===== config.mk =====
export PLATFORM = sky130hd
export DESIGN_NAME = dup_rx
export DESIGN_NICKNAME = d
export VERILOG_FILES = /design/src/rtl/dup_rx_pkg.sv /design/src/rtl/dup_sync_edge.sv /design/src/rtl/dup_rx.sv
export SDC_FILE = /design/constraint.sdc
export NUM_CORES = 1
export LEC_CHECK = 0
export CELL_PAD_IN_SITES_DETAIL_PLACEMENT = 1
export CELL_PAD_IN_SITES_GLOBAL_PLACEMENT = 1
export CORE_ASPECT_RATIO = 0.7
export CORE_MARGIN = 2
export CORE_UTILIZATION = 34
export CTS_CLUSTER_DIAMETER = 50
export DETAILED_ROUTE_END_ITERATION = 8
export HOLD_SLACK_MARGIN = 0.02
export PLACE_DENSITY = 0.9
export SLEW_MARGIN = 20
export SYNTH_ARGS = -nofsm -noshare
export SYNTH_HDL_FRONTEND = slang
export SYNTH_SLANG_ARGS = --single-unit

===== constraint.sdc =====
create_clock -name clk -period 4.17 [get_ports clk]
set_input_delay 0.834 -clock clk [delete_from_list [all_inputs] [get_ports clk]]
set_output_delay 0.834 -clock clk [all_outputs]
set_load 0.005 [all_outputs]

===== src/rtl/dup_rx_pkg.sv =====
// Shared definitions for the DUP11 receiver: register bit positions,
// receiver state encoding and the maintenance-select loopback code.
package dup_rx_pkg;

  // RXCSR bit positions
  localparam int RXCSR_DSCA   = 15;
  localparam int RXCSR_RING   = 14;
  localparam int RXCSR_CTS    = 13;
  localparam int RXCSR_CD     = 12;
  localparam int RXCSR_RXACT  = 11;
  localparam int RXCSR_DSR    = 9;
  localparam int RXCSR_STRSYN = 8;
  localparam int RXCSR_RXDONE = 7;
  localparam int RXCSR_RXIE   = 6;
  localparam int RXCSR_DSCIE  = 5;
  localparam int RXCSR_RCVEN  = 4;

  // RXDBUF bit positions
  localparam int RXDBUF_RXERR  = 15;
  localparam int RXDBUF_RXOVRN = 14;

  // Maintenance select value that routes the transmitter back into the receiver
  localparam logic [1:0] MSEL_LOOPBACK = 2'b01;

  // Receiver state encoding
  typedef enum logic [1:0] {
    ST_IDLE = 2'd0,
    ST_HUNT = 2'd1,
    ST_SYNC = 2'd2
  } rx_state_t;

  // Serial data arrives LSB first: new bit enters at the top and moves down
  function automatic logic [7:0] shift_in(input logic [7:0] cur, input logic bit_in);
    return {bit_in, cur[7:1]};
  endfunction

endpackage


===== src/rtl/dup_sync_edge.sv =====
// Multi-flop synchronizer for a bundle of asynchronous lines, with per-bit
// rising-edge and change detection on the synchronized values.
module dup_sync_edge #(
  parameter int SYNC_STAGES = 2,
  parameter int WIDTH       = 1
) (
  input  logic             clk,
  input  logic             i_rst_n,
  input  logic [WIDTH-1:0] i_d,
  output logic [WIDTH-1:0] o_sync,
  output logic [WIDTH-1:0] o_rise,
  output logic [WIDTH-1:0] o_change
);

  logic [SYNC_STAGES-1:0][WIDTH-1:0] r_stage;
  logic [WIDTH-1:0]                  r_prev;

  // Synchronizer chain; all lines of the bundle move through it together
  always_ff @(posedge clk or negedge i_rst_n) begin
    if (!i_rst_n) begin
      r_stage <= '0;
    end else begin
      r_stage <= {r_stage[SYNC_STAGES-2:0], i_d};
    end
  end

  // Previous synchronized value, used for edge/change detection
  always_ff @(posedge clk or negedge i_rst_n) begin
    if (!i_rst_n) begin
      r_prev <= '0;
    end else begin
      r_prev <= r_stage[SYNC_STAGES-1];
    end
  end

  assign o_sync = r_stage[SYNC_STAGES-1];

  genvar gi;
  generate
    for (gi = 0; gi < WIDTH; gi++) begin : g_edge
      assign o_rise[gi]   = r_stage[SYNC_STAGES-1][gi] & ~r_prev[gi];
      assign o_change[gi] = r_stage[SYNC_STAGES-1][gi] ^ r_prev[gi];
    end
  endgenerate

endmodule


===== src/rtl/dup_rx.sv =====
// DUP11 receiver: samples the (optionally looped-back) serial stream, hunts
// for the sync character, assembles bytes into RXDBUF and maintains RXCSR.
module dup_rx
  import dup_rx_pkg::*;
#(
  parameter int SYNC_STAGES = 2
) (
  input  logic        clk,
  input  logic        rst,
  input  logic        devRESET,
  input  logic        dupINIT,
  input  logic        devLOBYTE,
  input  logic        devHIBYTE,
  input  logic        rxcsrWRITE,
  input  logic        rxcsrREAD,
  input  logic        rxdbufREAD,
  input  logic [35:0] dupDATAI,
  input  logic [7:0]  dupSYNC,
  input  logic [1:0]  dupMSEL,
  input  logic        dupTXC,
  input  logic        dupTXD,
  input  logic        dupRXC,
  input  logic        dupRXD,
  input  logic        dupCTS,
  input  logic        dupCD,
  input  logic        dupRING,
  input  logic        dupDSR,
  output logic [15:0] regRXCSR,
  output logic [15:0] regRXDBUF,
  output logic        rxINTR
);

  // Receiver state
  rx_state_t  r_state;
  logic [7:0] r_shift;
  logic [2:0] r_bitcnt;
  logic       r_rxact;

  // RXCSR writable fields and status
  logic       r_rcven;
  logic       r_rxie;
  logic       r_dscie;
  logic       r_strsyn;
  logic       r_dsca;

  // RXDBUF contents
  logic       r_rxdone;
  logic       r_rxovrn;
  logic       r_rxerr;
  logic [7:0] r_data;

  logic       r_intr;

  // Combinational helpers
  logic       w_clr;
  logic       w_clk_src;
  logic       w_dat_src;
  logic [1:0] w_bit_sync;
  logic [1:0] w_bit_rise;
  logic [1:0] w_bit_chg;
  logic [3:0] w_modem;
  logic [3:0] w_modem_rise;
  logic [3:0] w_modem_chg;
  logic       w_bit_en;
  logic       w_bit;
  logic [7:0] w_shift_next;
  logic       w_lo_wr;
  logic       w_hi_wr;
  logic       w_rcven_off;
  logic       w_rx_stop;
  logic       w_byte_done;
  logic       w_accept;
  logic       w_unused;

  assign w_clr = devRESET | dupINIT;

  // Loopback routes the transmitter clock/data into the receiver path
  assign w_clk_src = (dupMSEL == MSEL_LOOPBACK) ? dupTXC : dupRXC;
  assign w_dat_src = (dupMSEL == MSEL_LOOPBACK) ? dupTXD : dupRXD;

  // Bit clock and data synchronized together so data is aligned with its edge
  dup_sync_edge #(
    .SYNC_STAGES (SYNC_STAGES),
    .WIDTH       (2)
  ) u_bit_sync (
    .clk      (clk),
    .i_rst_n  (rst),
    .i_d      ({w_clk_src, w_dat_src}),
    .o_sync   (w_bit_sync),
    .o_rise   (w_bit_rise),
    .o_change (w_bit_chg)
  );

  // Modem status lines: {RING, CTS, CD, DSR}
  dup_sync_edge #(
    .SYNC_STAGES (SYNC_STAGES),
    .WIDTH       (4)
  ) u_modem_sync (
    .clk      (clk),
    .i_rst_n  (rst),
    .i_d      ({dupRING, dupCTS, dupCD, dupDSR}),
    .o_sync   (w_modem),
    .o_rise   (w_modem_rise),
    .o_change (w_modem_chg)
  );

  assign w_bit_en     = w_bit_rise[1];
  assign w_bit        = w_bit_sync[0];
  assign w_shift_next = shift_in(r_shift, w_bit);

  assign w_lo_wr     = rxcsrWRITE & devLOBYTE;
  assign w_hi_wr     = rxcsrWRITE & devHIBYTE;
  assign w_rcven_off = w_lo_wr & ~dupDATAI[RXCSR_RCVEN];
  assign w_rx_stop   = w_rcven_off | ~r_rcven;

  // A byte completes on the eighth bit after sync; a concurrent RCVEN clear drops it
  assign w_byte_done = (r_state == ST_SYNC) & w_bit_en & (r_bitcnt == 3'd7) & ~w_rx_stop;
  assign w_accept    = w_byte_done & ~(r_strsyn & (w_shift_next == dupSYNC));

  // Bits of the device bus and synchronizer outputs with no function here
  assign w_unused = ^{dupDATAI[35:16], dupDATAI[15:9], dupDATAI[7], dupDATAI[3:0],
                      w_bit_rise[0], w_bit_chg, w_modem_rise};

  // Receiver FSM: IDLE -> HUNT for sync -> SYNC assembling bytes
  always_ff @(posedge clk or negedge rst) begin
    if (!rst) begin
      r_state  <= ST_IDLE;
      r_shift  <= '0;
      r_bitcnt <= '0;
      r_rxact  <= 1'b0;
    end else if (w_clr) begin
      r_state  <= ST_IDLE;
      r_shift  <= '0;
      r_bitcnt <= '0;
      r_rxact  <= 1'b0;
    end else begin
      case (r_state)
        ST_IDLE: begin
          r_shift  <= '0;
          r_bitcnt <= '0;
          r_rxact  <= 1'b0;
          if (!w_rx_stop) begin
            r_state <= ST_HUNT;
          end
        end
        ST_HUNT: begin
          if (w_rx_stop) begin
            r_state <= ST_IDLE;
            r_shift <= '0;
            r_rxact <= 1'b0;
          end else if (w_bit_en) begin
            r_shift <= w_shift_next;
            if (w_shift_next == dupSYNC) begin
              r_state  <= ST_SYNC;
              r_rxact  <= 1'b1;
              r_bitcnt <= '0;
            end
          end
        end
        ST_SYNC: begin
          if (w_rx_stop) begin
            r_state  <= ST_IDLE;
            r_shift  <= '0;
            r_bitcnt <= '0;
            r_rxact  <= 1'b0;
          end else if (w_bit_en) begin
            r_shift  <= w_shift_next;
            r_bitcnt <= r_bitcnt + 3'd1;
          end
        end
        default: begin
          r_state  <= ST_IDLE;
          r_shift  <= '0;
          r_bitcnt <= '0;
          r_rxact  <= 1'b0;
        end
      endcase
    end
  end

  // RXDBUF data and done/overrun/error flags; a completing byte beats a read
  always_ff @(posedge clk or negedge rst) begin
    if (!rst) begin
      r_data   <= '0;
      r_rxdone <= 1'b0;
      r_rxovrn <= 1'b0;
      r_rxerr  <= 1'b0;
    end else if (w_clr) begin
      r_data   <= '0;
      r_rxdone <= 1'b0;
      r_rxovrn <= 1'b0;
      r_rxerr  <= 1'b0;
    end else if (w_accept) begin
      r_data   <= w_shift_next;
      r_rxdone <= 1'b1;
      if (r_rxdone && !rxdbufREAD) begin
        r_rxovrn <= 1'b1;
        r_rxerr  <= 1'b1;
      end else if (rxdbufREAD) begin
        r_rxovrn <= 1'b0;
        r_rxerr  <= 1'b0;
      end
    end else if (rxdbufREAD) begin
      r_rxdone <= 1'b0;
      r_rxovrn <= 1'b0;
      r_rxerr  <= 1'b0;
    end
  end

  // Writable RXCSR fields, split by byte lane
  always_ff @(posedge clk or negedge rst) begin
    if (!rst) begin
      r_rcven  <= 1'b0;
      r_rxie   <= 1'b0;
      r_dscie  <= 1'b0;
      r_strsyn <= 1'b0;
    end else if (w_clr) begin
      r_rcven  <= 1'b0;
      r_rxie   <= 1'b0;
      r_dscie  <= 1'b0;
      r_strsyn <= 1'b0;
    end else begin
      if (w_lo_wr) begin
        r_rxie  <= dupDATAI[RXCSR_RXIE];
        r_dscie <= dupDATAI[RXCSR_DSCIE];
        r_rcven <= dupDATAI[RXCSR_RCVEN];
      end
      if (w_hi_wr) begin
        r_strsyn <= dupDATAI[RXCSR_STRSYN];
      end
    end
  end

  // Dataset change flag; a new change beats the clearing read
  always_ff @(posedge clk or negedge rst) begin
    if (!rst) begin
      r_dsca <= 1'b0;
    end else if (w_clr) begin
      r_dsca <= 1'b0;
    end else if (|w_modem_chg) begin
      r_dsca <= 1'b1;
    end else if (rxcsrREAD) begin
      r_dsca <= 1'b0;
    end
  end

  // Registered interrupt request, one clk behind the flags
  always_ff @(posedge clk or negedge rst) begin
    if (!rst) begin
      r_intr <= 1'b0;
    end else if (w_clr) begin
      r_intr <= 1'b0;
    end else begin
      r_intr <= (r_rxie & r_rxdone) | (r_dscie & r_dsca);
    end
  end

  // Register read views
  always_comb begin
    regRXCSR                = '0;
    regRXCSR[RXCSR_DSCA]    = r_dsca;
    regRXCSR[RXCSR_RING]    = w_modem[3];
    regRXCSR[RXCSR_CTS]     = w_modem[2];
    regRXCSR[RXCSR_CD]      = w_modem[1];
    regRXCSR[RXCSR_RXACT]   = r_rxact;
    regRXCSR[RXCSR_DSR]     = w_modem[0];
    regRXCSR[RXCSR_STRSYN]  = r_strsyn;
    regRXCSR[RXCSR_RXDONE]  = r_rxdone;
    regRXCSR[RXCSR_RXIE]    = r_rxie;
    regRXCSR[RXCSR_DSCIE]   = r_dscie;
    regRXCSR[RXCSR_RCVEN]   = r_rcven;

    regRXDBUF                = '0;
    regRXDBUF[RXDBUF_RXERR]  = r_rxerr;
    regRXDBUF[RXDBUF_RXOVRN] = r_rxovrn;
    regRXDBUF[7:0]           = r_data;
  end

  assign rxINTR = r_intr;

endmodule


==> metrics <==
max_cap viols 0; Final Wtd Congestion 0.8454; core area around 6200 um2; Reg clk slew, reported paths about 0.090 ns; CP required around 4.4 ns; DRT Pass-1 Iters 5; area of placed instances 2643 um2; clk buf depth 2; peak supply drop ~0.19 mV; Synth top area share ~54%; Max transition margin about three fifths; Setup-failing EPs final 0; Slew @ Worst Pin slightly below 0.6 ns; setup tns final 0 ns; initial antenna violation count 0; pre-CTS setup slack 1.439 ns; RR Endpoint r_data[3]; CTS Root Cell clkbuf_8; initial core utilization approximately a third; Worst Path Arrival 2.62 ns; Post-synth EDFFs 0; Worst Hold Endpoint u_modem_sync.o_sync[1]; worst reg-to-reg setup slack between 2 and 2.5 ns; hold crit path type reg2reg; Syn. warnings 0; minimum clock period between 2 and 2.5 ns; routed via count 1511; synth unique cells 33; RR Startpoint u_bit_sync.o_sync[1]; largest area contributor in the netlist dfrtp_1; CTS tree built; HP Start u_modem_sync.r_stage[1]; crit path max fanout 6; Hold Path Stages 0; RSZ-0062 raised after global routing no; CP Launch Type input pin; DRT iter0 DRCs 37; synthesized area per cell roughly 11 um2; flip-flop and latch count after synthesis 47; fin area roughly 2700 um2; Cell Rows 24; kind of critical path in2reg; depth of the CTS H-tree 2; post-CTS setup buffer count 0; Cells after Synth ~200; Area Overhead vs Synth 24.47%; CTS buffer count 5; reg2reg path depth 6; drt via density 4.707; die height approximately 71 um; register area share after synthesis between 50% and 60%; dpl cells 313; min setup slack post-route between 1.5 and 2 ns; fraction of layout cells with a size suffix above 1 under 10%; hold_buf cts 0; FMAX ~410 MHz; final-report hold violation count 0; vias in the first global route about 1600; ys flop type dfrtp_1; Max Clock Skew 0.006118 ns; Cell Area, Synth about 2200 um2; most area-consuming cells after synthesis dfrtp_1, buf_4, mux2i_1; die area roughly 7100 um2; DP HPWL 3448 um; commonest non-fill, non-tap cells in the layout clkdlybuf4s50_1, dfrtp_1, nand2_1; GRT Total Usage 14.23%; chip width 100.1 um; buffers added on ports 52; largest net degree at the start of global routing 48; total power about 0.00084 W; Nets 311; run status complete, no violations; WL per Instance between 10 and 15 um; post-CTS sizing 0; Final period util 58.09%; IO Pins between 90 and 100; Finished Layout Cells between 300 and 400; CTS Sinks 47; worst skew pair latency around 0.3 ns; Crit. End Element register; DRC Markers 0; n_diodes 0; Power per Cell Area 307.1 nW/um2; final WL between 4000 and 5000 um; commonest non-fill, non-tap cell in the layout clkdlybuf4s50_1; global route overflow 0; Final Max Tran Viols 0; Leak 1.149 nW; first-pass GRT wire length 7907 um; Post-synth ARST share 100.0%; Post-DRT Antenna Nets 0
[final cells by class]
type	count	area (um2)
Clock buffer	5	68.82
Clock inverter	3	22.52
Fill cell	700	3510
Inverter	8	30.03
Multi-Input combinational cell	127	815.8
Sequential cell	47	1176
Tap cell	78	97.59
Timing Repair Buffer	53	525.5
[how the worst max path moves through the flow]
| stage | from | end | depth (start not counted) |
|---|---|---|---|
| final | dupINIT | r_bitcnt[0] | 6 |
| after global routing | rxcsrWRITE | r_data[1] | 7 |
| after CTS | dupINIT | r_bitcnt[0] | 6 |
| after detailed placement | dupINIT | r_bitcnt[0] | 6 |
| after global placement | dupINIT | r_bitcnt[0] | 6 |
| after floorplan | dupINIT | r_bitcnt[0] | 5 |
[per-stage QoR]
| stage | hold WS [ns] | util [%] |
|---|---|---|
| 2_1_floorplan | 0.3312 | - |
| 3_3_place_gp | 0.3330 | 42.31 |
| 3_5_place_dp | 0.3402 | 42.31 |
| 4_1_cts | 0.3623 | 43.77 |
| 5_1_grt | 0.3732 | 43.81 |
| 6_report | 0.3578 | 43.81 |
[flip-flops by register name, summed over array words and instances (netlist names), 2 cells and up]
register              flops
r_state                   2
r_bitcnt                  3
u_modem_sync.r_stage      4
u_bit_sync.o_sync         2
u_bit_sync.r_stage        2
u_modem_sync.o_sync       4
u_modem_sync.r_prev       4
r_data                    8
r_shift                   7
[per-layer routing]
| metal | GRT usage [%] | routed length (um) |
|---|---|---|
| met1 | 18.30 | 2214 |
| met2 | 22.97 | 2249 |
| met3 | 4.878 | 275 |
| met4 | 4.414 | 34 |
| met5 | 0 | 0 |
[critical path: stages]
cell and delay, ns:
clkdlybuf4s50_1 0.41, nor2_1 0.35, and4_1 0.33, a22oi_1 0.12, a31oi_4 0.25, mux2_4 0.32
[kinds of logic after synthesis]
group	share of synthesized area [%]
simple gates	12.52
flops	53.50
buf+inv	11.10
compound gates	8.594
mux	6.716
xor+xnor	3.984
fa+ha+maj	3.415
other cells	0.1706
[power by group]
part / internal [W] / switching (W) / leakage, nW
registers: 0.000467 / 0.00000758 / 0.615
clock network: 0.000120 / 0.000161 / 0.0485
logic: 0.0000435 / 0.0000410 / 0.486
total: 0.000631 / 0.000210 / 1.15
[synthesized netlist by cell type, types with 3 or more instances]
library cell / count
dfrtp_1: 47
buf_4: 24
nand2_1: 24
a21oi_1: 19
nor2_1: 13
mux2i_1: 11
xor2_1: 9
inv_1: 8
nand3_1: 8
ha_1: 6
clkbuf_1: 3
Note: power is estimated with default switching activity, not from simulation.
